==> src/rtl/uart_pkg.sv <==
// Shared types and helpers for the UART command-frame controller.
package uart_pkg;

  typedef enum logic [1:0] {
    IDLE = 2'd0,
    ADDR = 2'd1,
    DATA = 2'd2,
    CHK  = 2'd3
  } state_e;

  localparam logic [7:0]  SYNC_BYTE_DEF = 8'hA5;
  localparam int unsigned TIMER_W       = 24;

  function automatic logic [7:0] frame_chk(input logic [7:0] addr, input logic [7:0] data);
    return addr ^ data;
  endfunction

  // Character time is 10 bits (start + 8 data + stop).
  function automatic int unsigned timeout_cycles(input int unsigned clk_freq,
                                                 input int unsigned baudrate,
                                                 input int unsigned tbytes);
    longint unsigned num;
    num = 64'(tbytes) * 64'd10 * 64'(clk_freq);
    return 32'(num / 64'(baudrate));
  endfunction

endpackage

==> src/rtl/uart_frame_timer.sv <==
// Inter-byte gap timer; flags expiry combinationally so the parser can act in the same cycle.
module uart_frame_timer
  import uart_pkg::*;
#(
  parameter int unsigned LIMIT = 3472
) (
  input  logic clk,
  input  logic rst_n,
  input  logic clr_i,
  input  logic en_i,
  output logic expired_c_o
);

  localparam logic [TIMER_W-1:0] LAST = TIMER_W'(LIMIT - 1);

  logic [TIMER_W-1:0] cnt_q, cnt_d;

  // A clear in the same cycle always beats expiry.
  assign expired_c_o = en_i & ~clr_i & (cnt_q == LAST);

  always_comb begin
    cnt_d = cnt_q;
    if (clr_i || expired_c_o) begin
      cnt_d = '0;
    end else if (en_i) begin
      cnt_d = cnt_q + TIMER_W'(1);
    end
  end

  always_ff @(posedge clk or negedge rst_n) begin
    if (!rst_n) begin
      cnt_q <= '0;
    end else begin
      cnt_q <= cnt_d;
    end
  end

endmodule

==> src/rtl/uart_cmd_ctrl.sv <==
// Parses SYNC/ADDR/DATA/CHK frames from the UART byte stream into config-bus writes.
module uart_cmd_ctrl
  import uart_pkg::*;
#(
  parameter int unsigned CLK_FREQ      = 10_000_000,
  parameter int unsigned BAUDRATE      = 115200,
  parameter int unsigned TIMEOUT_BYTES = 4,
  parameter logic [7:0]  SYNC_BYTE     = SYNC_BYTE_DEF
) (
  input  logic       clk,
  input  logic       rst_n,
  input  logic [7:0] rx_data,
  input  logic       rx_done,
  output logic       reg_wr_en,
  output logic [7:0] reg_addr,
  output logic [7:0] reg_wdata,
  output logic       err_chk,
  output logic       err_timeout,
  output logic       busy,
  output logic [7:0] frame_cnt
);

  localparam int unsigned TIMEOUT_CYCLES = timeout_cycles(CLK_FREQ, BAUDRATE, TIMEOUT_BYTES);

  state_e     state_q, state_d;
  logic       rx_done_q;
  logic [7:0] addr_q, addr_d;
  logic [7:0] data_q, data_d;
  logic       reg_wr_en_q, reg_wr_en_d;
  logic [7:0] reg_addr_q, reg_addr_d;
  logic [7:0] reg_wdata_q, reg_wdata_d;
  logic       err_chk_q, err_chk_d;
  logic       err_to_q, err_to_d;
  logic [7:0] frame_cnt_q, frame_cnt_d;

  logic accept_c;
  logic expired_c;
  logic busy_c;

  // Rising edge of rx_done so a held strobe is consumed once.
  assign accept_c = rx_done & ~rx_done_q;
  assign busy_c   = (state_q != IDLE);

  uart_frame_timer #(
    .LIMIT (TIMEOUT_CYCLES)
  ) u_timer (
    .clk         (clk),
    .rst_n       (rst_n),
    .clr_i       (accept_c | ~busy_c),
    .en_i        (busy_c),
    .expired_c_o (expired_c)
  );

  always_comb begin
    state_d     = state_q;
    addr_d      = addr_q;
    data_d      = data_q;
    reg_wr_en_d = 1'b0;
    reg_addr_d  = reg_addr_q;
    reg_wdata_d = reg_wdata_q;
    err_chk_d   = 1'b0;
    err_to_d    = 1'b0;
    frame_cnt_d = frame_cnt_q;

    case (state_q)
      IDLE: if (accept_c && rx_data == SYNC_BYTE) state_d = ADDR;
      ADDR: if (accept_c) begin
        addr_d  = rx_data;
        state_d = DATA;
      end
      DATA: if (accept_c) begin
        data_d  = rx_data;
        state_d = CHK;
      end
      CHK: if (accept_c) begin
        if (rx_data == frame_chk(addr_q, data_q)) begin
          reg_wr_en_d = 1'b1;
          reg_addr_d  = addr_q;
          reg_wdata_d = data_q;
          frame_cnt_d = frame_cnt_q + 8'd1;
        end else begin
          err_chk_d = 1'b1;
        end
        state_d = IDLE;
      end
      default: state_d = IDLE;
    endcase

    // Expiry is already masked by an accept in the same cycle.
    if (expired_c) begin
      err_to_d = 1'b1;
      state_d  = IDLE;
    end
  end

  always_ff @(posedge clk or negedge rst_n) begin
    if (!rst_n) begin
      state_q     <= IDLE;
      rx_done_q   <= 1'b0;
      addr_q      <= '0;
      data_q      <= '0;
      reg_wr_en_q <= 1'b0;
      reg_addr_q  <= '0;
      reg_wdata_q <= '0;
      err_chk_q   <= 1'b0;
      err_to_q    <= 1'b0;
      frame_cnt_q <= '0;
    end else begin
      state_q     <= state_d;
      rx_done_q   <= rx_done;
      addr_q      <= addr_d;
      data_q      <= data_d;
      reg_wr_en_q <= reg_wr_en_d;
      reg_addr_q  <= reg_addr_d;
      reg_wdata_q <= reg_wdata_d;
      err_chk_q   <= err_chk_d;
      err_to_q    <= err_to_d;
      frame_cnt_q <= frame_cnt_d;
    end
  end

  assign reg_wr_en   = reg_wr_en_q;
  assign reg_addr    = reg_addr_q;
  assign reg_wdata   = reg_wdata_q;
  assign err_chk     = err_chk_q;
  assign err_timeout = err_to_q;
  assign busy        = busy_c;
  assign frame_cnt   = frame_cnt_q;

endmodule

==> config.mk <==
export PLATFORM = sky130hd
export DESIGN_NAME = uart_cmd_ctrl
export DESIGN_NICKNAME = d
export VERILOG_FILES = /design/src/rtl/uart_pkg.sv /design/src/rtl/uart_frame_timer.sv /design/src/rtl/uart_cmd_ctrl.sv
export SDC_FILE = /design/constraint.sdc
export NUM_CORES = 1
export LEC_CHECK = 0
export BUFFER_PORTS_ARGS = -buffer_cell sky130_fd_sc_hd__buf_4
export CELL_PAD_IN_SITES_DETAIL_PLACEMENT = 2
export CELL_PAD_IN_SITES_GLOBAL_PLACEMENT = 2
export CORE_ASPECT_RATIO = 1.1
export CORE_MARGIN = 2
export CORE_UTILIZATION = 36
export DETAILED_ROUTE_END_ITERATION = 8
export PLACE_DENSITY = 0.78
export SYNTH_ARGS = -nofsm -noshare
export SYNTH_HDL_FRONTEND = slang
export SYNTH_HIERARCHICAL = 1
export SYNTH_SLANG_ARGS = --single-unit
==> constraint.sdc <==
create_clock -name clk -period 2.5 [get_ports clk]
set_clock_uncertainty 0.15 [all_clocks]
set_input_delay 0 -clock clk [delete_from_list [all_inputs] [get_ports clk]]
set_output_delay 0 -clock clk [all_outputs]
set_load 0.01 [all_outputs]
After elaboration in Yosys (flattened, before gate mapping) --
Cells that the tools add are included.
Storage, ports and cells: register bits 70, output and inout port bits 28
Operators by class: muxes and demuxes 15, bitwise gates (word level) 8, reductions and logical operators 9, add/sub/neg operators 2, eq/ne operators 10
Operators by type and width (count):
- two-way mux 24 bit | 2
- adder 24 x 1 -> 24 bit, second input constant | 1
- == test 24 x 12 -> 1 bit, second input constant | 1
- != test 3 x 2 -> 1 bit, second input constant | 4
- two-way mux 2 bit | 5
- adder 8 x 1 -> 8 bit, second input constant | 1
- == test 8 bit | 1
- == test 8 bit, second input constant | 1
- one-hot mux 2 bit (4 select lines) | 1
- bitwise XOR 8 bit | 1
- two-way mux 1 bit | 7
- == test 2 bit, second input constant | 2
- AND reduction 2 bit | 2
- AND reduction 4 bit | 1
- nonzero test 2 bit | 2
- AND 1 bit | 3
- NOT 1 bit | 3
- AND reduction 3 bit | 1
- == test 2 x 1 -> 1 bit, second input constant | 1
- zero test 2 bit | 1
- logical AND 1 bit | 1
- logical OR 1 bit | 1
- bitwise OR 1 bit | 1

Depth between registers and ports, before layout --
Gate-level depths: netlist of run 1.
depth in word-level cells 8, gate-level depth with buffers 9, mapped depth without buffers 7

Hierarchy --
Netlist of run 1, hierarchy kept.
Modules (own cells, without submodules):
- uart_cmd_ctrl | instances 1, area an instance 2164.6 sq um, cells each 141
- uart_frame_timer | instances 1, area an instance 1316.3 sq um, cells each 136

Least setup slack after synthesis of run 1 --
No wires, ideal clock.
path kind reg-to-reg, from reg u_timer.cnt_q[12], to reg u_timer.cnt_q[16], library setup time 0.119 ns, path slack 0.003 ns, cell stages (with the launch flop) 7, period minus slack after synthesis 2.497 ns, arrival 2.228 ns, cells stage by stage dfrtp_1 buf_6 or4b_1 or4_4 o41ai_4 buf_6 nor2_1
On the way: longest elaborated chain between the ends 4
RTL lines:
- start, declared | line uart_frame_timer.sv:16 | logic [TIMER_W-1:0] cnt_q, cnt_d;
- start signal, assigned | line uart_frame_timer.sv:34 | cnt_q <= cnt_d;
- parallel branches: the longest is 4 deep, another holds adder 24 x 1 -> 24 bit
Several ways; the timed one is not identified. The select of a mux whose other input is x is not followed. A chain may end at the register's enable or synchronous reset.

Worst setup path after layout of run 1 --
from reg u_timer.cnt_q[21], to reg u_timer.cnt_q[2]
On the way: longest elaborated chain between the ends 4
RTL lines:
- == test 24 x 12 -> 1 bit * | line uart_frame_timer.sv:19 | assign expired_c_o = en_i & ~clr_i & (cnt_q == LAST);
- AND 1 bit * | line uart_frame_timer.sv:19
- logical OR 1 bit * | line uart_frame_timer.sv:23 | if (clr_i || expired_c_o) begin
- two-way mux 24 bit / nonzero test 2 bit (equally long branches)
Mark *: on every way between the ends. The rest lies on a longest branch, timed or not.

==> summary.txt, run 1 <==
Data required, critical path -> 2.58 ns
Worst-Skew Late Latency -> 0.35 ns
leakage power -> 2.00 nW
multi-input combinational cell area -> 1650 µm²
global-route wire length before repair -> 15.4 mm
number of buffers inserted during clock tree synthesis -> 9
Sequential Area -> 1750 µm²
drt total wl -> 9.51 mm
crit path max fanout -> 8
grt total ovfl -> 0
area growth from synthesis to layout -> 24.4%
number of synthesis warnings -> 6
placed inst area -> 3980 µm²
Die Height -> 107 µm
Post-synth EDFFs -> 0
Residual DRC -> 0
reported max-cap violation count -> 0
share of the clock period used by the worst path -> 0.965
fraction of final layout cells sized beyond drive strength 1 -> 0.346
placeable core region -> 9400 µm²
clock tree from TritonCTS -> yes
outcome -> finished, final reports clean
power density of the placed cells -> 860 nW/µm²
post-synthesis sequential element count -> 70
startpoint kind of the worst setup timing path -> register
design internal power -> 2.52 mW
Worst Setup SP -> u_timer/cnt_q[21]
Comb pwr share -> 0.309
final HPWL from detailed placement -> 6.42 mm
H-tree depth reported by CTS -> 3
fill cell count -> 944
number of clock sinks seen by CTS -> 70
Worst Hold Slack -> 0.176 ns
Starting Density -> 0.370
fmax -> 414 MHz
detailed-router iteration count before antenna repair -> 4
count of standard-cell rows -> 37
final hold violation count -> 0
input/output buffers -> 38
antenna violations before repair -> 0
switching share of total power -> 0.324
worst rel slew slack -> 0.396
final critical-path required period -> 2.41 ns
fraction of power consumed by sequential logic -> 0.402
Avg Cell Area, Syn -> 12.6 µm²
ys async rst share -> 1.00
initial DRC count -> 74
Mapped Nets -> 294
Worst Setup EP -> u_timer/cnt_q[2]
total die area -> 10500 µm²
post-CTS clock slew at the launch and capture registers of the worst setup and hold paths -> 0.08 ns
final setup fails -> 0
DP Worst Slack -> 0.0919 ns
proportion of synthesized chip area in sequential cells -> 0.503
RSZ-0062 raised after global routing -> false
Setup TNS -> 0 ns
number of antenna repair diodes -> 0
GRT Overall Usage -> 0.192
overall via count from detail_route -> 2460
Routed wire per std cell -> 20.4 µm
placed instance count -> 440
Util after Layout -> 0.461
remaining antenna violation count -> 0
post-route design area -> 4330 µm²
number of ports placed on the die boundary -> 39
vias in the first global route -> 2792
largest net degree at the start of global routing -> 71
launch instance of the worst register-to-register path -> u_timer/cnt_q[21]
Post-synth top flop -> sky130_fd_sc_hd__dfrtp_1
R2R Path End -> u_timer/cnt_q[2]
data arrival time at the worst-slack endpoint -> 2.50 ns
worst r2r path cells -> 5
weighted congestion at the end of routability-driven global placement -> 0.759
routed via count divided by cell count -> 5.27
relative contribution of the clock network to total power -> 0.289
critical path class -> register to register
switching power summed over all nets -> 1.21 mW
kind of path behind the tightest hold check -> primary input to async pin
worst-case vdd ir drop -> 0.288 mV
Final Non-Filler Cells -> 467
register-to-register setup slack -> 0.09 ns
post-route worst setup slack -> 0.0871 ns
number of distinct library cells after synthesis -> 43
area of the mapped netlist -> 3480 µm²
Pins Over Slew Limit -> 0
number of nets in the final layout -> 362
kind of end point of the critical path -> register
clock buffer depth -> 2
buffer cell driving the clock tree root -> sky130_fd_sc_hd__clkbuf_8
Post-Synthesis Cells -> 277
Worst-Margin Slew -> 0.907 ns
overall die width -> 97.8 µm
total power -> 3.72 mW
synthesized netlist by cell type (3+ instances only):
| library cell | instances | share of area |
|---|---|---|
| sky130_fd_sc_hd__o21ai_0 | 3 | 0.0043 |
| sky130_fd_sc_hd__nand3_1 | 9 | 0.013 |
| sky130_fd_sc_hd__a21oi_1 | 4 | 0.0058 |
| sky130_fd_sc_hd__xnor2_1 | 13 | 0.033 |
| sky130_fd_sc_hd__xor2_1 | 10 | 0.025 |
| sky130_fd_sc_hd__a2111oi_0 | 3 | 0.0075 |
| sky130_fd_sc_hd__nand2_1 | 13 | 0.014 |
| sky130_fd_sc_hd__ha_1 | 6 | 0.022 |
| sky130_fd_sc_hd__clkbuf_1 | 4 | 0.0043 |
| sky130_fd_sc_hd__or4_1 | 3 | 0.0065 |
| sky130_fd_sc_hd__xnor3_2 | 5 | 0.034 |
| sky130_fd_sc_hd__nor2_1 | 27 | 0.029 |
| sky130_fd_sc_hd__xnor3_4 | 3 | 0.023 |
| sky130_fd_sc_hd__nor3_1 | 11 | 0.016 |
| sky130_fd_sc_hd__inv_1 | 6 | 0.0065 |
| sky130_fd_sc_hd__mux2_4 | 8 | 0.035 |
| sky130_fd_sc_hd__mux2_2 | 25 | 0.081 |
| sky130_fd_sc_hd__dfrtp_1 | 70 | 0.50 |
| sky130_fd_sc_hd__nand4_1 | 11 | 0.020 |
| sky130_fd_sc_hd__nor4_1 | 10 | 0.018 |
| sky130_fd_sc_hd__mux2i_1 | 4 | 0.012 |
power groups by stage:
stage	clock (mW)	sequential, mW	combinational [mW]
after global placement	0	1.48	1.04
after detailed placement	0	1.51	1.10
after CTS	1.10	1.49	1.14
final	1.07	1.50	1.15
after floorplan	0	1.45	0.827
after global routing	1.15	1.52	1.24
logic make-up (layout without fill, tap and decap cells):
kind of cell	count (synthesis)	after routing	share of synthesized area
AOI/OAI and AO/OA	15	15	0.0338
DFF	70	70	0.503
muxes	37	37	0.127
and+or+nand+nor	104	104	0.175
adders and majority gates	6	6	0.0216
buffers and inverters	14	87	0.0252
xor gates and xnor gates	31	31	0.115
worst max-delay path: stages (launching register included):
cell and delay (ns):
sky130_fd_sc_hd__dfrtp_1 0.40, sky130_fd_sc_hd__or4b_1 0.53, sky130_fd_sc_hd__or4_4 0.56, sky130_fd_sc_hd__o41ai_4 0.39, sky130_fd_sc_hd__buf_4 0.21, sky130_fd_sc_hd__nor2_1 0.05
cell usage in the layout, fill, tap and decap left out, drive strengths merged, types with 8 or more instances in the layout:
cell,synthesis,routed
nand4,13,13
clkbuf,4,11
nand3,9,9
nor4,11,11
xnor3,8,8
xor2,10,10
xnor2,13,13
nor3,12,12
nand2,13,13
nor2,27,27
buf,4,55
dfrtp,70,70
mux2,33,33
dlygate4sd3,0,10
repair_timing:
action                                 in CTS  in global routing
buffers inserted                            0                  1
setup endpoints to repair                   0                 11
hold buffers                               10                  0
endpoints found under the hold margin      87                  0
gates resized for setup                     0                  2
flip-flops by register name, indices dropped and copies added, names as in the netlist:
register	cells
u_timer/cnt_q	24
addr_q	8
state_q	2
reg_wr_en	1
data_q	8
reg_wdata	8
reg_addr	8
err_timeout	1
err_chk	1
frame_cnt	8
rx_done_q	1
layout make-up:
cell class | instances | area share
clock buffer | 11 | 0.0350
clock inverter | 5 | 0.0188
inverter | 6 | 0.00520
multi-input combinational | 193 | 0.381
sequential | 70 | 0.405
tap | 117 | 0.0338
timing repair buffer | 65 | 0.122
how the worst min path moves through the flow:
stage                  from           end  slack (ns)  depth (start not counted)
floorplan             rst_n     addr_q[0]       -0.45                          0
global placement    rx_done     rx_done_q       -0.02                          1
detailed placement  rx_done     rx_done_q       -0.02                          1
CTS                 rx_done     rx_done_q        0.17                          2
global route        rx_done     rx_done_q        0.20                          2
finish                rst_n  frame_cnt[3]        0.18                          2
per-layer routing:
layer  wire length, µm  up-vias  GRT usage
li1                  -     1143          -
met1              3830     1264      0.214
met2              5260       41      0.363
met3               233       12     0.0352
met4               189        0     0.0734
met5                 0        -          0
Power figures use the tool's default switching activity.
==> run 2: changes to the inputs <==
--- a/config.mk
+++ b/config.mk
@@ -5,7 +5,7 @@
 export SDC_FILE = /design/constraint.sdc
 export NUM_CORES = 1
 export LEC_CHECK = 0
-export BUFFER_PORTS_ARGS = -buffer_cell sky130_fd_sc_hd__buf_4
+export BUFFER_PORTS_ARGS = -buffer_cell sky130_fd_sc_hd__buf_2
 export CELL_PAD_IN_SITES_DETAIL_PLACEMENT = 2
 export CELL_PAD_IN_SITES_GLOBAL_PLACEMENT = 2
 export CORE_ASPECT_RATIO = 1.1
==> run 2 against run 1 <==
  * The run now ends with setup timing left
  * Register-to-register slack lost 0.11 ns
  * Via count grew 3.2%
  * Critical path depth grew 2
  * First-iteration DRC count shrank 2.7%
  * Sequential power is essentially flat
  * Cell area shrank 1.6%
  * Utilization shrank 0.75 points
  * Maximum frequency shrank 4.5%
  * Global-route usage grew 1.5 points
  * Hold slack gained 0.0059 ns
  * Clock power shrank 18%
  * Sequential share of layout area grew 0.67 points
  * Highest routed layer unchanged
==> summary.txt, run 2 (synthesis results as in run 1) <==
final HPWL from detailed placement -> 6.79 mm (+5.9%)
Util after Layout -> 0.453 (-0.00746)
routed via count divided by cell count -> 5.37 (+1.9%)
number of antenna repair diodes -> 0 (unchanged)
kind of path behind the tightest hold check -> primary input to async pin
critical path class -> register to register
R2R Path End -> u_timer/cnt_q[22]
fraction of final layout cells sized beyond drive strength 1 -> 0.362 (+0.0166)
drt total wl -> 10.6 mm (+11%)
share of the clock period used by the worst path -> 1.01 (+0.0457)
slowest cell on the critical path -> sky130_fd_sc_hd__or4_4
final setup fails -> 1 (+1)
fraction of power consumed by sequential logic -> 0.413 (+0.011)
area growth from synthesis to layout -> 22.4%
fmax -> 396 MHz (-4.5%)
largest net degree at the start of global routing -> 40 (-44%)
Data required, critical path -> 2.62 ns (+0.04 ns)
number of nets in the final layout -> 368 (+1.7%)
global-route wire length before repair -> 16.5 mm (+7.0%)
GRT Overall Usage -> 0.207 (+0.0149)
vias in the first global route -> 2974 (+6.5%)
post-CTS clock slew at the launch and capture registers of the worst setup and hold paths -> 0.07 ns (about the same)
relative contribution of the clock network to total power -> 0.243 (-0.046)
Worst-Skew Late Latency -> 0.36 ns (about the same)
register with the most flip-flops -> u_timer/cnt_q
data arrival time at the worst-slack endpoint -> 2.64 ns (+0.14 ns)
buffer cell driving the clock tree root -> sky130_fd_sc_hd__clkbuf_8
DP Worst Slack -> 0.0234 ns (-0.0685 ns)
launch instance of the worst register-to-register path -> state_q[0]
worst rel slew slack -> 0.360 (-0.0352)
most frequent standard cell in the layout excluding fill and tap cells -> sky130_fd_sc_hd__dfrtp_1
Die Height -> 107 µm (unchanged)
count of standard-cell rows -> 37 (unchanged)
Pins Over Slew Limit -> 0 (unchanged)
CP peak stage delay -> 0.60 ns (+0.04 ns)
clock tree from TritonCTS -> yes
power density of the placed cells -> 850 nW/µm² (-1.1%)
Worst Setup SP -> state_q[0]
Starting Density -> 0.370 (unchanged)
max reg flops -> 24 (unchanged)
number of clock sinks seen by CTS -> 70 (unchanged)
total power -> 3.62 mW (-2.7%)
worst r2r path cells -> 7 (+2)
clock buffer depth -> 2 (unchanged)
switching power summed over all nets -> 1.26 mW (+4.2%)
remaining antenna violation count -> 0 (unchanged)
design internal power -> 2.37 mW (-6.1%)
violated checks -> setup timing
number of ports placed on the die boundary -> 39 (unchanged)
detailed-router iteration count before antenna repair -> 4 (unchanged)
Setup TNS -> -0.0270 ns (-0.0270 ns)
initial DRC count -> 72 (-2.7%)
worst-case vdd ir drop -> 0.274 mV (-4.9%)
overall via count from detail_route -> 2538 (+3.2%)
switching share of total power -> 0.347 (+0.0232)
Worst Hold Slack -> 0.182 ns (+0.00591 ns)
overall die width -> 97.8 µm (unchanged)
final critical-path required period -> 2.53 ns (+0.114 ns)
reported max-cap violation count -> 0 (unchanged)
register-to-register setup slack -> -0.03 ns (-0.11 ns)
sequence of cells on the critical path -> inv_1 > ha_1 > inv_1 > nand4_1 > or4_4 > or3_1 > a21oi_1
weighted congestion at the end of routability-driven global placement -> 0.746 (-1.7%)
Worst Setup EP -> u_timer/cnt_q[22]
grt total ovfl -> 0 (unchanged)
post-route worst setup slack -> -0.0270 ns (-0.114 ns)
placeable core region -> 9400 µm² (unchanged)
number of buffers inserted during clock tree synthesis -> 9 (unchanged)
Routed wire per std cell -> 22.3 µm (+9.6%)
commonest cells after routing, fill and taps aside -> sky130_fd_sc_hd__dfrtp_1 (70), sky130_fd_sc_hd__buf_2 (38), sky130_fd_sc_hd__nor2_1 (27)
input/output buffers -> 38 (unchanged)
final hold violation count -> 0 (unchanged)
kind of end point of the critical path -> register
crit path max fanout -> 3 (-5)
cell occurring most often along the worst timing path -> sky130_fd_sc_hd__inv_1
startpoint kind of the worst setup timing path -> register
Comb pwr share -> 0.343 (+0.034)
leakage power -> 2.01 nW (+0.45%)
antenna violations before repair -> 0 (unchanged)
total die area -> 10500 µm² (unchanged)
fill cell count -> 962 (+1.9%)
outcome -> complete, but fails checks
H-tree depth reported by CTS -> 3 (unchanged)
Residual DRC -> 0 (unchanged)
Worst-Margin Slew -> 0.959 ns (+0.0528 ns)
-- run 2: cell count changes in the layout (fill, tap and decap cells not counted), sizes merged --
cell and change:
bufinv -2, clkbuf +2, buf +6
-- run 2: power groups by stage --
stage	Clock (mW)	Combinational (mW)	Sequential, mW
5_1_grt	0.944	1.34	1.52
3_3_place_gp	0	1.03	1.48
2_1_floorplan	0	0.827	1.45
3_5_place_dp	0	1.10	1.51
4_1_cts	0.895	1.12	1.49
6_report	0.882	1.24	1.50
-- run 2: worst min path at each step --
stage	startpoint	slack, ns	end	depth (start not counted)
floorplan	rst_n	-0.45	addr_q[0]	0
global placement	rx_done	-0.002	rx_done_q	1
detailed placement	rx_done	0.003	rx_done_q	1
CTS	rx_done	0.18	rx_done_q	2
global route	rx_done	0.22	rx_done_q	2
finish	rst_n	0.18	reg_wdata[0]	2
-- run 2: routing by layer --
metal | routed length (µm) | track usage | up-vias
met5 | 0 | 0 | -
met4 | 324 | 0.0952 | 0
met3 | 231 | 0.0287 | 22
met2 | 5820 | 0.393 | 53
met1 | 4180 | 0.228 | 1313
li1 | - | - | 1150
-- run 2: critical path, delay by kind of cell, from the launching register on --
family | cells | cell delay (ns)
AO/OA/AOI/OAI | 1 | 0.19
buffers and inverters | 2 | 0.26
flip-flops | 1 | 0.38
adder cells (fa/ha/maj) | 1 | 0.27
AND/OR/NAND/NOR | 3 | 1.20
-- run 2: through the flow --
step                area, µm²  instances
floorplan                3480        277
CTS                      4210        469
global placement         3920        443
global route             4260        473
detailed placement       3920        443
finish                   4260        473
-- run 2: timing repair --
item,in CTS,in global routing
setup endpoints to repair,1,17
cloned,0,0
pin swaps,0,2
setup buffers,0,4
gates resized for setup,1,4
hold endpoints to repair,54,0
hold buffers,10,0
-- run 2: cell type report --
cell class	instances	area [µm²]	area share
multi-input combinational	193	1660	0.390
clock buffer	13	169	0.0396
sequential	70	1750	0.411
timing repair buffer	71	492	0.115
inverter	6	22.5	0.00529
tap	117	146	0.0344
clock inverter	3	17.5	0.00411
